File: src/rtl/tlb_inv_seq_pkg.sv
// Shared definitions for the INVTLB sequencer: op codes, page sizes, state encoding.
package tlb_inv_seq_pkg;

   localparam int TLBNUM_DEF = 16;
   localparam int IDX_W_DEF  = 4;

   localparam logic [4:0] INV_OP_ALL0     = 5'd0;
   localparam logic [4:0] INV_OP_ALL1     = 5'd1;
   localparam logic [4:0] INV_OP_G        = 5'd2;
   localparam logic [4:0] INV_OP_NG       = 5'd3;
   localparam logic [4:0] INV_OP_ASID     = 5'd4;
   localparam logic [4:0] INV_OP_ASID_VA  = 5'd5;
   localparam logic [4:0] INV_OP_GASID_VA = 5'd6;
   localparam logic [4:0] INV_OP_MAX      = 5'd6;

   localparam logic [5:0] PS_4K    = 6'd12;
   localparam logic [5:0] PS_LARGE = 6'd21;

   typedef enum logic [1:0] {
      ST_IDLE = 2'd0,
      ST_WALK = 2'd1,
      ST_DONE = 2'd2
   } inv_state_e;

endpackage

File: src/rtl/tlb_inv_match.sv
// Combinational INVTLB match: decides whether one TLB entry is invalidated by an op.
module tlb_inv_match
   import tlb_inv_seq_pkg::*;
(
   input  logic [4:0]  op,
   input  logic        ent_e,
   input  logic        ent_g,
   input  logic [9:0]  ent_asid,
   input  logic [5:0]  ent_ps,
   input  logic [18:0] ent_vppn,
   input  logic [9:0]  asid,
   input  logic [18:0] vppn,
   output logic        hit
);

   logic va_hit;
   logic asid_hit;
   logic sel;

   always_comb begin
      // Large pages only carry the upper ten VPPN bits.
      if (ent_ps == PS_LARGE) begin
         va_hit = (ent_vppn[18:9] == vppn[18:9]);
      end else begin
         va_hit = (ent_vppn == vppn);
      end
      asid_hit = (ent_asid == asid);

      sel = 1'b0;
      case (op)
         INV_OP_ALL0, INV_OP_ALL1: sel = 1'b1;
         INV_OP_G:                 sel = ent_g;
         INV_OP_NG:                sel = ~ent_g;
         INV_OP_ASID:              sel = ~ent_g & asid_hit;
         INV_OP_ASID_VA:           sel = ~ent_g & asid_hit & va_hit;
         INV_OP_GASID_VA:          sel = (ent_g | asid_hit) & va_hit;
         default:                  sel = 1'b0;
      endcase

      hit = ent_e & sel;
   end

endmodule

File: src/rtl/tlb_inv_seq.sv
// INVTLB sequencer: walks every TLB entry through the shared port, clearing E on matches.
//
// state   | meaning
// IDLE    | waiting for an INVTLB request from WB
// WALK    | owns the TLB port, one entry per cycle
// DONE    | one-cycle completion pulse, then back to IDLE
module tlb_inv_seq
   import tlb_inv_seq_pkg::*;
#(
   parameter int TLBNUM = TLBNUM_DEF,
   parameter int IDX_W  = IDX_W_DEF
) (
   input  logic             clk,
   input  logic             resetn,

   input  logic             inv_req,
   input  logic [4:0]       inv_op,
   input  logic [9:0]       inv_asid,
   input  logic [31:0]      inv_va,
   output logic             inv_busy,
   output logic             inv_done,
   output logic             inv_ineop,

   output logic             tlb_port_own,
   output logic [IDX_W-1:0] r_index,
   input  logic             r_e,
   input  logic [18:0]      r_vppn,
   input  logic [5:0]       r_ps,
   input  logic [9:0]       r_asid,
   input  logic             r_g,
   input  logic [19:0]      r_ppn0,
   input  logic [1:0]       r_plv0,
   input  logic [1:0]       r_mat0,
   input  logic             r_d0,
   input  logic             r_v0,
   input  logic [19:0]      r_ppn1,
   input  logic [1:0]       r_plv1,
   input  logic [1:0]       r_mat1,
   input  logic             r_d1,
   input  logic             r_v1,

   output logic             we,
   output logic [IDX_W-1:0] w_index,
   output logic             w_e,
   output logic [18:0]      w_vppn,
   output logic [5:0]       w_ps,
   output logic [9:0]       w_asid,
   output logic             w_g,
   output logic [19:0]      w_ppn0,
   output logic [1:0]       w_plv0,
   output logic [1:0]       w_mat0,
   output logic             w_d0,
   output logic             w_v0,
   output logic [19:0]      w_ppn1,
   output logic [1:0]       w_plv1,
   output logic [1:0]       w_mat1,
   output logic             w_d1,
   output logic             w_v1
);

   localparam logic [IDX_W-1:0] IDX_LAST = IDX_W'(TLBNUM - 1);

   inv_state_e       state_q, state_d;
   logic [IDX_W-1:0] idx_q, idx_d;
   logic [4:0]       op_q, op_d;
   logic [9:0]       asid_q, asid_d;
   logic [18:0]      vppn_q, vppn_d;
   logic             ineop_q, ineop_d;

   logic             walk;
   logic             done;
   logic             hit;
   logic             unused_va;

   // Page offset bits of the VA operand never take part in matching.
   assign unused_va = ^inv_va[12:0];

   tlb_inv_match u_match (
      .op       (op_q),
      .ent_e    (r_e),
      .ent_g    (r_g),
      .ent_asid (r_asid),
      .ent_ps   (r_ps),
      .ent_vppn (r_vppn),
      .asid     (asid_q),
      .vppn     (vppn_q),
      .hit      (hit)
   );

   always_ff @(posedge clk or negedge resetn) begin
      if (!resetn) begin
         state_q <= ST_IDLE;
         idx_q   <= '0;
         op_q    <= '0;
         asid_q  <= '0;
         vppn_q  <= '0;
         ineop_q <= 1'b0;
      end else begin
         state_q <= state_d;
         idx_q   <= idx_d;
         op_q    <= op_d;
         asid_q  <= asid_d;
         vppn_q  <= vppn_d;
         ineop_q <= ineop_d;
      end
   end

   always_comb begin
      state_d = state_q;
      idx_d   = idx_q;
      op_d    = op_q;
      asid_d  = asid_q;
      vppn_d  = vppn_q;
      ineop_d = 1'b0;
      walk    = 1'b0;
      done    = 1'b0;

      case (state_q)
         ST_IDLE: begin
            if (inv_req) begin
               if (inv_op <= INV_OP_MAX) begin
                  op_d    = inv_op;
                  asid_d  = inv_asid;
                  vppn_d  = inv_va[31:13];
                  idx_d   = '0;
                  state_d = ST_WALK;
               end else begin
                  ineop_d = 1'b1;
               end
            end
         end
         ST_WALK: begin
            walk = 1'b1;
            if (idx_q == IDX_LAST) begin
               state_d = ST_DONE;
            end else begin
               idx_d = idx_q + 1'b1;
            end
         end
         ST_DONE: begin
            done    = 1'b1;
            state_d = ST_IDLE;
         end
         default: state_d = ST_IDLE;
      endcase
   end

   always_comb begin
      inv_busy     = (state_q != ST_IDLE);
      inv_done     = done;
      inv_ineop    = ineop_q;
      tlb_port_own = walk;
      r_index      = walk ? idx_q : '0;
      w_index      = walk ? idx_q : '0;
      we           = walk & hit;
      w_e          = 1'b0;
      // Write data is the entry read back unchanged; only E is forced low.
      w_vppn = walk ? r_vppn : '0;
      w_ps   = walk ? r_ps   : '0;
      w_asid = walk ? r_asid : '0;
      w_g    = walk & r_g;
      w_ppn0 = walk ? r_ppn0 : '0;
      w_plv0 = walk ? r_plv0 : '0;
      w_mat0 = walk ? r_mat0 : '0;
      w_d0   = walk & r_d0;
      w_v0   = walk & r_v0;
      w_ppn1 = walk ? r_ppn1 : '0;
      w_plv1 = walk ? r_plv1 : '0;
      w_mat1 = walk ? r_mat1 : '0;
      w_d1   = walk & r_d1;
      w_v1   = walk & r_v1;
   end

endmodule

File: config.mk
export PLATFORM = sky130hd
export DESIGN_NAME = tlb_inv_seq
export DESIGN_NICKNAME = d
export VERILOG_FILES = /design/src/rtl/tlb_inv_seq_pkg.sv /design/src/rtl/tlb_inv_match.sv /design/src/rtl/tlb_inv_seq.sv
export SDC_FILE = /design/constraint.sdc
export NUM_CORES = 1
export LEC_CHECK = 0
export ABC_CLOCK_PERIOD_IN_PS = 3000
export CORE_MARGIN = 1
export CORE_UTILIZATION = 31
export DETAILED_ROUTE_END_ITERATION = 6
export MAX_ROUTING_LAYER = met4
export PLACE_DENSITY = 0.89
export SLEW_MARGIN = 10
export SYNTH_ARGS = -nofsm -noshare
export SYNTH_HDL_FRONTEND = slang
export SYNTH_SLANG_ARGS = --single-unit
File: constraint.sdc
create_clock -name clk -period 3 [get_ports clk]
set_input_delay 0.75 -clock clk [delete_from_list [all_inputs] [get_ports clk]]
set_output_delay 0.75 -clock clk [all_outputs]
set_load 0.01 [all_outputs]
==> summary.md <==
| Metric | Value |
|---|---|
| R2r startpoint | state_q[1] |
| Wire per inst | 15.37 µm |
| Syn_area_per_cell | 9.875 µm² |
| CP max FO | 2 |
| Vias/cell | ~4.6 |
| Reg-to-reg endpoint | idx_q[3] |
| EDFF count, synth | 0 |
| Hold path depth | 1 |
| Vias in the first global route | between 2,000 and 3,000 |
| Worst slew margin | 0.3914 |
| GPL Wtd Cong | 0.8082 |
| R2R cell count | 6 |
| FF+latch count, synth | 41 |
| Yosys warning total | 0 |
| Largest net degree at the start of global routing | 98 |
| Initial Utilization | 0.3217 |
| PD cells | 737.5 mW/mm² |
| Post-DP HPWL | 7024 µm |
| Mapped Nets | ~410 |
| Unrepaired setup endpoints after global routing | true |
| IO Port Bufs | 226 |
| CTS buffer count | 5 |
| Cells after synthesis | 269 |
| Clock slew at reported path FFs | about 0.07 ns |
| Max_cap viols | 0 |
| Cells after DPL | approximately 600 |
| CTS tree | done |
| Die Span Y | 94.57 µm |
| Placeable core area | about 0.0083 mm² |
| DR iter-0 viols | 82 |
| Layout Utilization | 0.6317 |
| Violated checks | setup timing |
| Leak pwr | roughly 2.2 nW |
| Final Non-Filler Cells | 596 |
| Pins Over Slew Limit | 0 |
| GRT Residual Overflow | 0 |
| Critical Path AT | 2.32 ns |
| Final #Nets | 631 |
| GRT Total Usage | 0.2049 |
| Post-Syn Area | 0.002656 mm² |
| Status | complete, but fails checks |
| Ant. Diodes | 0 |
| Area Growth Syn to Fin | 96.37% |
| Vias | between 2,000 and 3,000 |
| Die ar. | around 0.0089 mm² |
| # rows | 33 |
| DR pass1 iterations | 4 |
| Fmax | around 330 MHz |
| Worst setup SP type | input pin |
| Critical Path RT | approximately 2.3 ns |
| Die X | 94.57 µm |
| Bufs on Longest Clock Path | 2 |
| Final worst slack | -0.06770 ns |
| DRT Wirelength | 9163 µm |
| Hold bufs inserted after CTS | 0 |
| Crit end category | primary output |
| Min Tclk post-route | around 3.1 ns |
| Finish-stage setup viols | 1 |
| Distinct cell type count after synthesis | 35 |
| CTS root buf | clkbuf_8 |
| Final Hold Fails | 0 |
| Global-route wire length before repair | 13,790 µm |
| Overall power | 3.847 mW |
| Hold_sp | op_q[3] |
| Synth Flop Type | dfrtp_1 |
| Post-synth top area cell | dfrtp_1 |
| Slew @ Worst Pin | 0.9129 ns |
| Critical path class | input pin to primary output |
| DRC viols | 0 |
| Worst hold path type | flop to flop |
| Clock Sinks | 41 |
| Sequential fraction of the synthesis area | 0.3862 |
| Final Cycle Share | 1.023 |
| Ranking of synthesized cells by area | dfrtp_1 39%, and2_1 22%, mux2_2 14%, xnor2_1 5.3%, xor2_1 4.6% |
| Final Skew | 0.004750 ns |
| Layout cell share with drive strength beyond 1 | 0.1385 |
| H-tree depth | 2 |
| Worst skew pair latency | 0.28 ns |
| Ys async rst share | 1.000 |
| Worst Hold Endpoint | op_q[3] |
| Post-route ant nets | 0 |
| Yosys top cell area share | 0.3862 |
| Fillers | 695 |
| Antenna violations before repair | 0 |
| Max VDD drop | 0.3451 mV |
| R2r setup slk | approximately 1.4 ns |
| IO Count | 241 |
==> area by class of cell <==
type | instances | area (µm²) | area share
clock buffer | 7 | 86.33 | 0.01655
inverter | 1 | 3.754 | 0.0007196
multi-input combinational | 207 | 1625 | 0.3116
sequential | 41 | 1026 | 0.1967
tap | 105 | 131.4 | 0.02519
timing repair buffer | 235 | 2344 | 0.4493
==> worst max path at each step <==
stage	startpoint	end	slack (ns)	cells past startpoint
floorplan	r_asid[8]	we	0.23	5
global placement	r_asid[8]	we	-0.76	7
detailed placement	r_asid[8]	we	-0.89	7
CTS	r_vppn[9]	we	-0.1	7
global route	r_asid[0]	we	-0.15	8
finish	r_asid[8]	we	-0.07	8
==> synthesized netlist by cell type, types with 2 or more instances <==
cell type   n
clkbuf_1   14
dfrtp_1    41
mux2_2     32
buf_4       5
xor2_1     14
nand4_1     2
and3_1      2
nor3b_1     2
nand2_1     6
nor4_1      5
xnor2_1    16
o21ai_0     2
nor2_1      3
and2_1     93
nand3_1    10
nor2b_1     3
==> layer usage <==
layer | vias to the layer above | track usage | wire length (µm)
met2 | 126 | 0.3527 | 4549
met3 | 8 | 0.04348 | 699
li1 | 1319 | - | -
met4 | 0 | 0.04419 | 91
met1 | 1279 | 0.2463 | 3823
met5 | - | - | 0
==> cells in the final DEF, fill, tap and decap left out, types with 2 or more instances in the layout <==
cell / n
nand3_1: 8
and2_1: 93
xnor2_2: 2
and3_1: 2
xor2_1: 14
mux2_2: 32
nand2_1: 6
dlygate4sd2_1: 13
nor4_2: 3
o21ai_0: 2
nand3_2: 2
buf_4: 7
clkbuf_8: 6
nor2_1: 3
xnor2_1: 14
nor2b_1: 2
buf_6: 2
dlymetal6s2s_1: 11
nand4_1: 2
dfrtp_1: 41
buf_2: 3
clkdlybuf4s50_1: 197
==> power breakdown <==
part	leakage, nW	internal, mW	switching, mW
clock network	0.0443	0.183	0.179
logic	1.68	1.47	0.989
registers	0.499	0.810	0.219
total	2.23	2.46	1.39
==> critical path: stages <==
cell and delay (ns):
buf_6 0.09, xor2_1 0.14, or4_4 0.58, nor3_4 0.22, buf_4 0.14, nor3b_1 0.05
a221oi_2 0.18, buf_2 0.17
==> state kept, by name (all words and copies together) (netlist names) <==
name	flops
state_q	2
inv_ineop	1
idx_q	4
asid_q	10
vppn_q	19
op_q	5
==> logic make-up (layout without fill, tap and decap cells) <==
| kind of cell | count (synthesis) | in the layout | synth area share |
|---|---|---|---|
| and+or+nand+nor | 133 | 133 | 0.3057 |
| DFF | 41 | 41 | 0.3862 |
| muxes | 33 | 33 | 0.1394 |
| xor gates and xnor gates | 30 | 30 | 0.09892 |
| buffers and inverters | 21 | 243 | 0.03721 |
| AOI/OAI and AO/OA | 9 | 9 | 0.02638 |
| adders and majority gates | 1 | 1 | 0.004710 |
| other | 1 | 1 | 0.001412 |
==> what timing repair did <==
action | CTS | global route
pin swaps | 15 | 7
gates resized for setup | 41 | 16
cloned | 0 | 0
endpoints found under the setup margin | 96 | 7
setup buffers | 1 | 0
==> metrics by stage <==
| step | hold slack, ns | worst slack [ns] | TNS (ns) | cell area [µm²] |
|---|---|---|---|---|
| floorplan | 0.4543 | 0.2301 | 0 | 2656 |
| global placement | 0.4693 | -0.7619 | -0.7619 | 5022 |
| detailed placement | 0.4816 | -0.8922 | -0.8922 | 5022 |
| CTS | 0.5035 | -0.09534 | -0.09534 | 5165 |
| global route | 0.5181 | -0.1542 | -0.1542 | 5216 |
| finish | 0.5007 | -0.06770 | -0.06770 | 5216 |
Power figures use the tool's default switching activity.
